<file path="src/rtl/addsub_seq.sv">
// Multi-cycle adder/subtractor: one CHUNK-wide slice per clock, with the carry held in a register
// between slices. Provides a start/done handshake and CF/ZF/OF/NF flags that update with done.
module addsub_seq #(
    parameter int N     = 32,
    parameter int CHUNK = 8
) (
    input  logic         clk,
    input  logic         rst_n,
    input  logic         start,
    input  logic         op,
    input  logic [N-1:0] A,
    input  logic [N-1:0] B,
    output logic         busy,
    output logic         done,
    output logic [N-1:0] FW,
    output logic         CF,
    output logic         ZF,
    output logic         OF,
    output logic         NF
);
    localparam int NCH = N / CHUNK;
    localparam int IW  = (NCH > 1) ? $clog2(NCH) : 1;
    localparam logic [IW-1:0] LAST_IDX = IW'(NCH - 1);

    typedef enum logic [1:0] {S_IDLE, S_RUN, S_DONE} state_t;

    state_t          r_state;
    state_t          w_state_nxt;
    logic [N-1:0]    r_opa;
    logic [N-1:0]    r_opb;
    logic [N-1:0]    r_sum;
    logic            r_carry;
    logic            r_op;
    logic [IW-1:0]   r_idx;

    int              w_base;
    logic [CHUNK-1:0] w_a_ch;
    logic [CHUNK-1:0] w_b_ch;
    logic [CHUNK-1:0] w_s;
    logic            w_c;
    logic            w_c_msb;
    logic            w_last;
    logic            w_accept;
    logic [N-1:0]    w_sum_full;

    assign busy     = (r_state == S_RUN);
    assign done     = (r_state == S_DONE);
    assign w_last   = (r_idx == LAST_IDX);
    assign w_accept = start && (r_state != S_RUN);

    always_comb begin
        w_base     = int'(r_idx) * CHUNK;
        w_a_ch     = r_opa[w_base +: CHUNK];
        w_b_ch     = r_opb[w_base +: CHUNK];
        {w_c, w_s} = {1'b0, w_a_ch} + {1'b0, w_b_ch} + {{CHUNK{1'b0}}, r_carry};
        // Carry into the top bit of the slice, recovered from its sum bit.
        w_c_msb    = w_s[CHUNK-1] ^ w_a_ch[CHUNK-1] ^ w_b_ch[CHUNK-1];
        w_sum_full = r_sum;
        w_sum_full[w_base +: CHUNK] = w_s;
    end

    always_comb begin
        w_state_nxt = r_state;
        case (r_state)
            S_IDLE:  if (start) w_state_nxt = S_RUN;
            S_RUN:   if (w_last) w_state_nxt = S_DONE;
            S_DONE:  w_state_nxt = start ? S_RUN : S_IDLE;
            default: w_state_nxt = S_IDLE;
        endcase
    end

    always_ff @(posedge clk) begin
        if (!rst_n) begin
            r_state <= S_IDLE;
            r_opa   <= '0;
            r_opb   <= '0;
            r_sum   <= '0;
            r_carry <= 1'b0;
            r_op    <= 1'b0;
            r_idx   <= '0;
            FW      <= '0;
            CF      <= 1'b0;
            ZF      <= 1'b0;
            OF      <= 1'b0;
            NF      <= 1'b0;
        end else begin
            r_state <= w_state_nxt;
            if (w_accept) begin
                r_opa   <= A;
                r_opb   <= op ? ~B : B;
                r_carry <= op;
                r_op    <= op;
                r_idx   <= '0;
            end else if (r_state == S_RUN) begin
                r_sum   <= w_sum_full;
                r_carry <= w_c;
                r_idx   <= w_last ? '0 : r_idx + 1'b1;
                if (w_last) begin
                    FW <= w_sum_full;
                    NF <= w_sum_full[N-1];
                    ZF <= (w_sum_full == '0);
                    CF <= r_op ^ w_c;
                    OF <= w_c_msb ^ w_c;
                end
            end
        end
    end
endmodule

</file>
<file path="config.mk">
export PLATFORM = sky130hd
export DESIGN_NAME = addsub_seq
export DESIGN_NICKNAME = d
export VERILOG_FILES = /design/src/rtl/addsub_seq.sv
export SDC_FILE = /design/constraint.sdc
export NUM_CORES = 1
export LEC_CHECK = 0
export CORE_AREA = 2 2 99 197
export CTS_CLUSTER_DIAMETER = 50
export DETAILED_ROUTE_END_ITERATION = 7
export DIE_AREA = 0 0 101 199
export PLACE_DENSITY_LB_ADDON = 0.15
export SLEW_MARGIN = 20
export SYNTH_ARGS = -nofsm -noshare
export SYNTH_HDL_FRONTEND = slang
export SYNTH_SLANG_ARGS = --single-unit
</file>
<file path="constraint.sdc">
create_clock -name clk -period 7.09 [get_ports clk]
set_input_delay 2.127 -clock clk [delete_from_list [all_inputs] [get_ports clk]]
set_output_delay 2.127 -clock clk [all_outputs]
set_load 0.01 [all_outputs]
</file>
# Yosys cells after proc, flatten, opt, wreduce, memory -nomap -nowiden
# Index checks and enable logic that the tools add are counted.
[classes] addsub=4 mul=0 n_div=0 n_lt_le_gt_ge=0 eq_ne=6 n_shift=4 mux=9 bitwise=7 reduce_logical=8
[ops] cell="32-bit by 6-bit variable part select with 8-bit output" count=2
[ops] cell="5-bit negation with 33-bit output" count=1
[ops] cell="8-bit by 33-bit variable shift with 32-bit output, first input constant" count=1
[ops] cell="8-bit by 33-bit variable part select with 32-bit output" count=1
[ops] cell="32-bit bitwise mux" count=1
[ops] cell="32-bit logical NOT" count=1
[ops] cell="32-bit 2-to-1 mux" count=1
[ops] cell="32-bit NOT" count=1
[ops] cell="8-bit by 8-bit adder with 9-bit output" count=1
[ops] cell="9-bit by 1-bit adder with 9-bit output" count=1
[ops] cell="2-bit 2-to-1 mux" count=3
[ops] cell="2-bit case mux with 3 select lines" count=1
[ops] cell="2-bit == test, second input constant" count=2
[ops] cell="2-bit by 1-bit != test with 1-bit output, second input constant" count=2
[ops] cell="2-bit AND reduction" count=2
[ops] cell="1-bit bitwise XOR" count=4
[ops] cell="1-bit 2-to-1 mux" count=3
[ops] cell="3-bit AND reduction" count=1
[ops] cell="2-bit by 1-bit adder with 2-bit output, second input constant" count=1
[ops] cell="2-bit by 1-bit == test with 1-bit output, second input constant" count=1
[ops] cell="2-bit logical NOT" count=1
[ops] cell="2-bit != test, second input constant" count=1
[ops] cell="1-bit NOT" count=2
[ops] cell="2-bit nonzero test" count=1
[ops] cell="2 further kinds" count=2
[totals] reg_bits=138 latch_bits=0 ram_bits=0 rom_bits=0 out_inout_bits=38 memories=0

# Longest topological paths before layout
[depth] word_depth=6 ltp_mapped=13

# Least setup slack after synthesis
# Ideal clock, no wire load.
[synth_timing] path_type="register -> register" startpoint="reg r_idx[0]" endpoint="reg ZF" setup_ns=0.084 t_arrival_ns=3.333 path_slack_ns=3.673 stages_incl_launch_ff=14 n_path_buf=2 period_less_slack_ns=3.417 cell_sequence="dfxtp_1 > buf_2 > buf_2 > mux4_2 > fa_1 > inv_1 > fa_1 > nand2b_1 > a21oi_1 > xnor2_1 > a2bb2oi_1 > nor3b_1 > nand4_1 > o31ai_2"
[synth_via] elab_chain_len=6 word_cells_on_any_way=11 classes_between="add/sub: 3; eq/ne: 1; shift: 4; mux: 1; reduce/logical: 2"
[synth_lines] element="from (decl)" line="34" source="logic [IW-1:0] r_idx;"
[synth_lines] element="from (signal assigned)" line="97" source="r_idx <= w_last ? '0 : r_idx + 1'b1;"
[synth_lines] element="32-bit by 6-bit variable part select with 8-bit output, on equally long branches" line="53, 54"
[synth_lines] element="8-bit by 8-bit adder with 9-bit output" line="55" source="{w_c, w_s} = {1'b0, w_a_ch} + {1'b0, w_b_ch} + {{CHUNK{1'b0}}, r_carry};"
[synth_lines] element="9-bit by 1-bit adder with 9-bit output" line="55"
[synth_lines] element="8-bit by 33-bit variable part select with 32-bit output" line="59" source="w_sum_full[w_base +: CHUNK] = w_s;"
[synth_lines] element="32-bit bitwise mux" line="59"
[synth_lines] element="32-bit logical NOT" line="101" source="ZF <= (w_sum_full == '0);"
[synth_lines] element="to (signal assigned)" line="101"
[synth_lines] element="to (decl)" line="17" source="output logic ZF,"
# Several ways; a longest one is shown, not always the timed one.
# A chain may end at the register's enable or synchronous reset.

# Worst setup path after layout
[layout_timing] startpoint="reg r_idx[1]" endpoint="reg ZF"
# The elaborated chain is that of the path after synthesis.

==> results.cfg <==
[global_routing]
grt_usage_pct = 19.8
grt_start_max_net_pins = 70
grt_pass1_wl_um = 29700
antenna_found_initial = 0
grt_overflow_total = 0
grt_pass1_vias = 5369

[logic_synthesis]
yosys_warnings = 0
async_flop_share_pct = 0
syn-num-nets = 818
synth_area_sq_mm = 0.00641
yosys_most_used_dff = dfxtp_1
synth.avg_cell_area_sq_um = 8.73
synth_edf_count = 0
seq_area_frac_synth_pct = 42.8
ys_ff_latch = 137
syn-instance-count = 735
synth_cell_type_count = 58

[cells_and_area]
final_area_sq_mm = 0.00822
regArea_sq_mm = 0.00274
fillers = 1870
fin_cells = 1043
drive_gt1_share_pct = 8.86
nNetsFinal = 894
multi_input_area_sq_mm = 0.00338
diodes = 0
area.growth.synth_to_final_pct = 28.2

[place]
placedInstanceArea_sq_mm = 0.00758
port_buffers = 105
dpl.cell_count = 1011
routabilityCongestion = 0.860
dpl.hpwl_um = 14200

[timing]
fin_crit_ns = 4.36
rsz0062_at_grt = false
finClkSkew_ns = 0.0140
relSlewSlack_pct = 23.3
hold_violations = 0
setup_viol_count_final = 0
maxSlewViolCount = 0
worstMarginPinSlew_ns = 1.14
fmax_ghz = 0.229
fin_tns_setup_ns = 0
finalCritPeriodShare_pct = 61.5

[route]
drtAntennaViolNets = 0
vias = 5518
dr.pass1.iters = 4
drc_errors = 0
drtIter0Drc = 212
routed_wl_um = 19200
detail_route.vias_per_cell = 5.29
wl_per_cell_um = 18.4

[critical_path]
crit_type = reg2reg
critPathMostFrequentCell = fa_1
worst_ep_required_time_ns = 7.43
arrival_ns = 4.70
crit_fanout = 15
start_kind = register
slowest_delay_ns = 0.89
crit_path_end_kind = register
crit_slowest_cell = dfxtp_1
worstPathCellList = buf_4 > mux4_2 > fa_1 > inv_1 > fa_1 > nand2b_1 > a21oi_1 > xnor2_1 > a2bb2oi_1 > nor3b_1 > nand4_1 > o31ai_2

[clock_tree]
cts_made_buffers = 17
cts_tree = built
htree_levels = 4
clk_path_buf_depth = 2
cts-root-buf = clkbuf_16
ctsHoldBuffers = 0
post_cts_buffers = 0
cts-resized-gates = 0
clkSinkCount = 137
clk_latency_ns = 0.43
path_clk_slew_ns = 0.06

[run]
cap_viol_max_count = 0

[floorplan]
coreArea_sq_mm = 0.0187
io_pins = 106
die-area_sq_mm = 0.0201
start_util_pct = 34.4
rows = 71
die_w_um = 101
die_h_um = 199

[outcome]
status = finished, final reports clean

[power]
finalPower_mw = 2.13
irDropWorstVdd_mv = 0.132
p_leak_nw = 2.89
p_per_area_mw_per_mm2 = 260

[hold_path]
hold_path_class = reg2reg
placed cells by master, fill, tap and decap left out, types with 4 or more instances in the layout:
cell	n
xnor2_1	38
a211oi_1	69
o21ai_0	14
inv_1	16
o22ai_1	7
a21oi_1	65
inv_2	5
mux4_2	16
o2bb2ai_1	4
clkbuf_16	17
bufinv_16	4
a22oi_1	12
nand2_1	82
dfxtp_1	137
ha_1	13
nor3_1	11
nor2_1	110
buf_4	7
clkdlybuf4s50_1	104
o221ai_1	4
o21ai_1	7
nor2b_1	11
sequential cells by signal (all words and copies together), names as in the netlist:
name and cells:
r_opa 32, r_op 1, r_carry 1, r_sum 32, r_opb 32, r_idx 2, CF 1, r_state 2
ZF 1, FW 32, OF 1
cells in the mapped netlist, drive strengths merged (2+ instances only):
| library cell | n | area (sq um) |
|---|---|---|
| dfxtp | 137 | 2740 |
| nor2 | 111 | 417 |
| nand2 | 83 | 312 |
| a211oi | 69 | 518 |
| a21oi | 65 | 325 |
| clkbuf | 45 | 169 |
| xnor2 | 38 | 333 |
| inv | 22 | 82.6 |
| o21ai | 21 | 105 |
| mux4 | 16 | 360 |
| ha | 13 | 163 |
| a22oi | 12 | 90.1 |
| nor3 | 12 | 65.1 |
| nor2b | 11 | 68.8 |
| buf | 10 | 48.8 |
| o22ai | 7 | 43.8 |
| nand3 | 4 | 25.0 |
| o221ai | 4 | 35.0 |
| o2bb2ai | 4 | 35.0 |
| xor2 | 4 | 42.6 |
| a31oi | 3 | 18.8 |
| and3 | 3 | 18.8 |
| nand2b | 3 | 18.8 |
| nand4b | 3 | 26.3 |
| o31ai | 3 | 27.5 |
| a2111oi | 2 | 42.5 |
| a32oi | 2 | 17.5 |
| a41oi | 2 | 17.5 |
| and2 | 2 | 12.5 |
| and3b | 2 | 17.5 |
| fa | 2 | 40.0 |
| nand4 | 2 | 18.8 |
| nand4bb | 2 | 22.5 |
| nor3b | 2 | 15.0 |
| nor4 | 2 | 18.8 |
| or4 | 2 | 18.8 |
worst max-delay path, delay by kind of cell (launching register included):
family | cells | cell delay, ns
flip-flops | 1 | 0.89
AO/OA/AOI/OAI | 3 | 0.87
AND/OR/NAND/NOR | 3 | 0.65
adder cells (fa/ha/maj) | 2 | 0.62
XOR/XNOR | 1 | 0.50
buffers and inverters | 2 | 0.40
multiplexers | 1 | 0.34
layer usage:
metal  part of all wire [%]  global-route usage, %
met5                      0                      0
met4                    4.4                   10.3
met3                    3.4                   4.04
met2                     57                   38.0
met1                     35                   19.3
power by group:
group          leakage, nW  total, mW  internal, mW  switching (mW)
Combinational         1.47      0.330         0.140           0.190
Clock                0.307      0.966         0.618           0.349
Sequential            1.12      0.838         0.813          0.0257
Total                 2.89       2.13          1.57           0.564
through the flow:
stage | util (%) | hold WS, ns | setup slack [ns]
after floorplan | - | 0.433 | 3.67
after global placement | 40.6 | 0.440 | 2.59
after detailed placement | 40.6 | 0.447 | 2.52
after CTS | 44.1 | 0.455 | 2.79
after global routing | 44.1 | 0.471 | 2.41
final | 44.1 | 0.452 | 2.73
logic make-up after synthesis:
kind of cell,synth area share (%)
flip-flops,42.8
buffers and inverters,4.68
adder cells (fa/ha/maj),3.16
AO/OA/AOI/OAI,20.5
multiplexers,5.77
AND/OR/NAND/NOR,17.2
XOR/XNOR,5.85
final timing paths:
path | to | cells past startpoint | from | slack, ns
min reg2reg | r_opa[28] | 2 | r_opa[28] | 0.45
min | r_opa[28] | 2 | r_opa[28] | 0.45
max reg2reg | ZF | 12 | r_idx[1] | 2.73
max | ZF | 12 | r_idx[1] | 2.73
final cells by class:
cell class                 instances  area share (%)
multi-input combinational        521            41.1
sequential                       137            33.4
timing repair buffer             112            13.4
clock buffer                      22            5.77
tap                              219            3.33
clock inverter                    10            2.02
inverter                          22            1.02
Power figures use the tool's default switching activity.
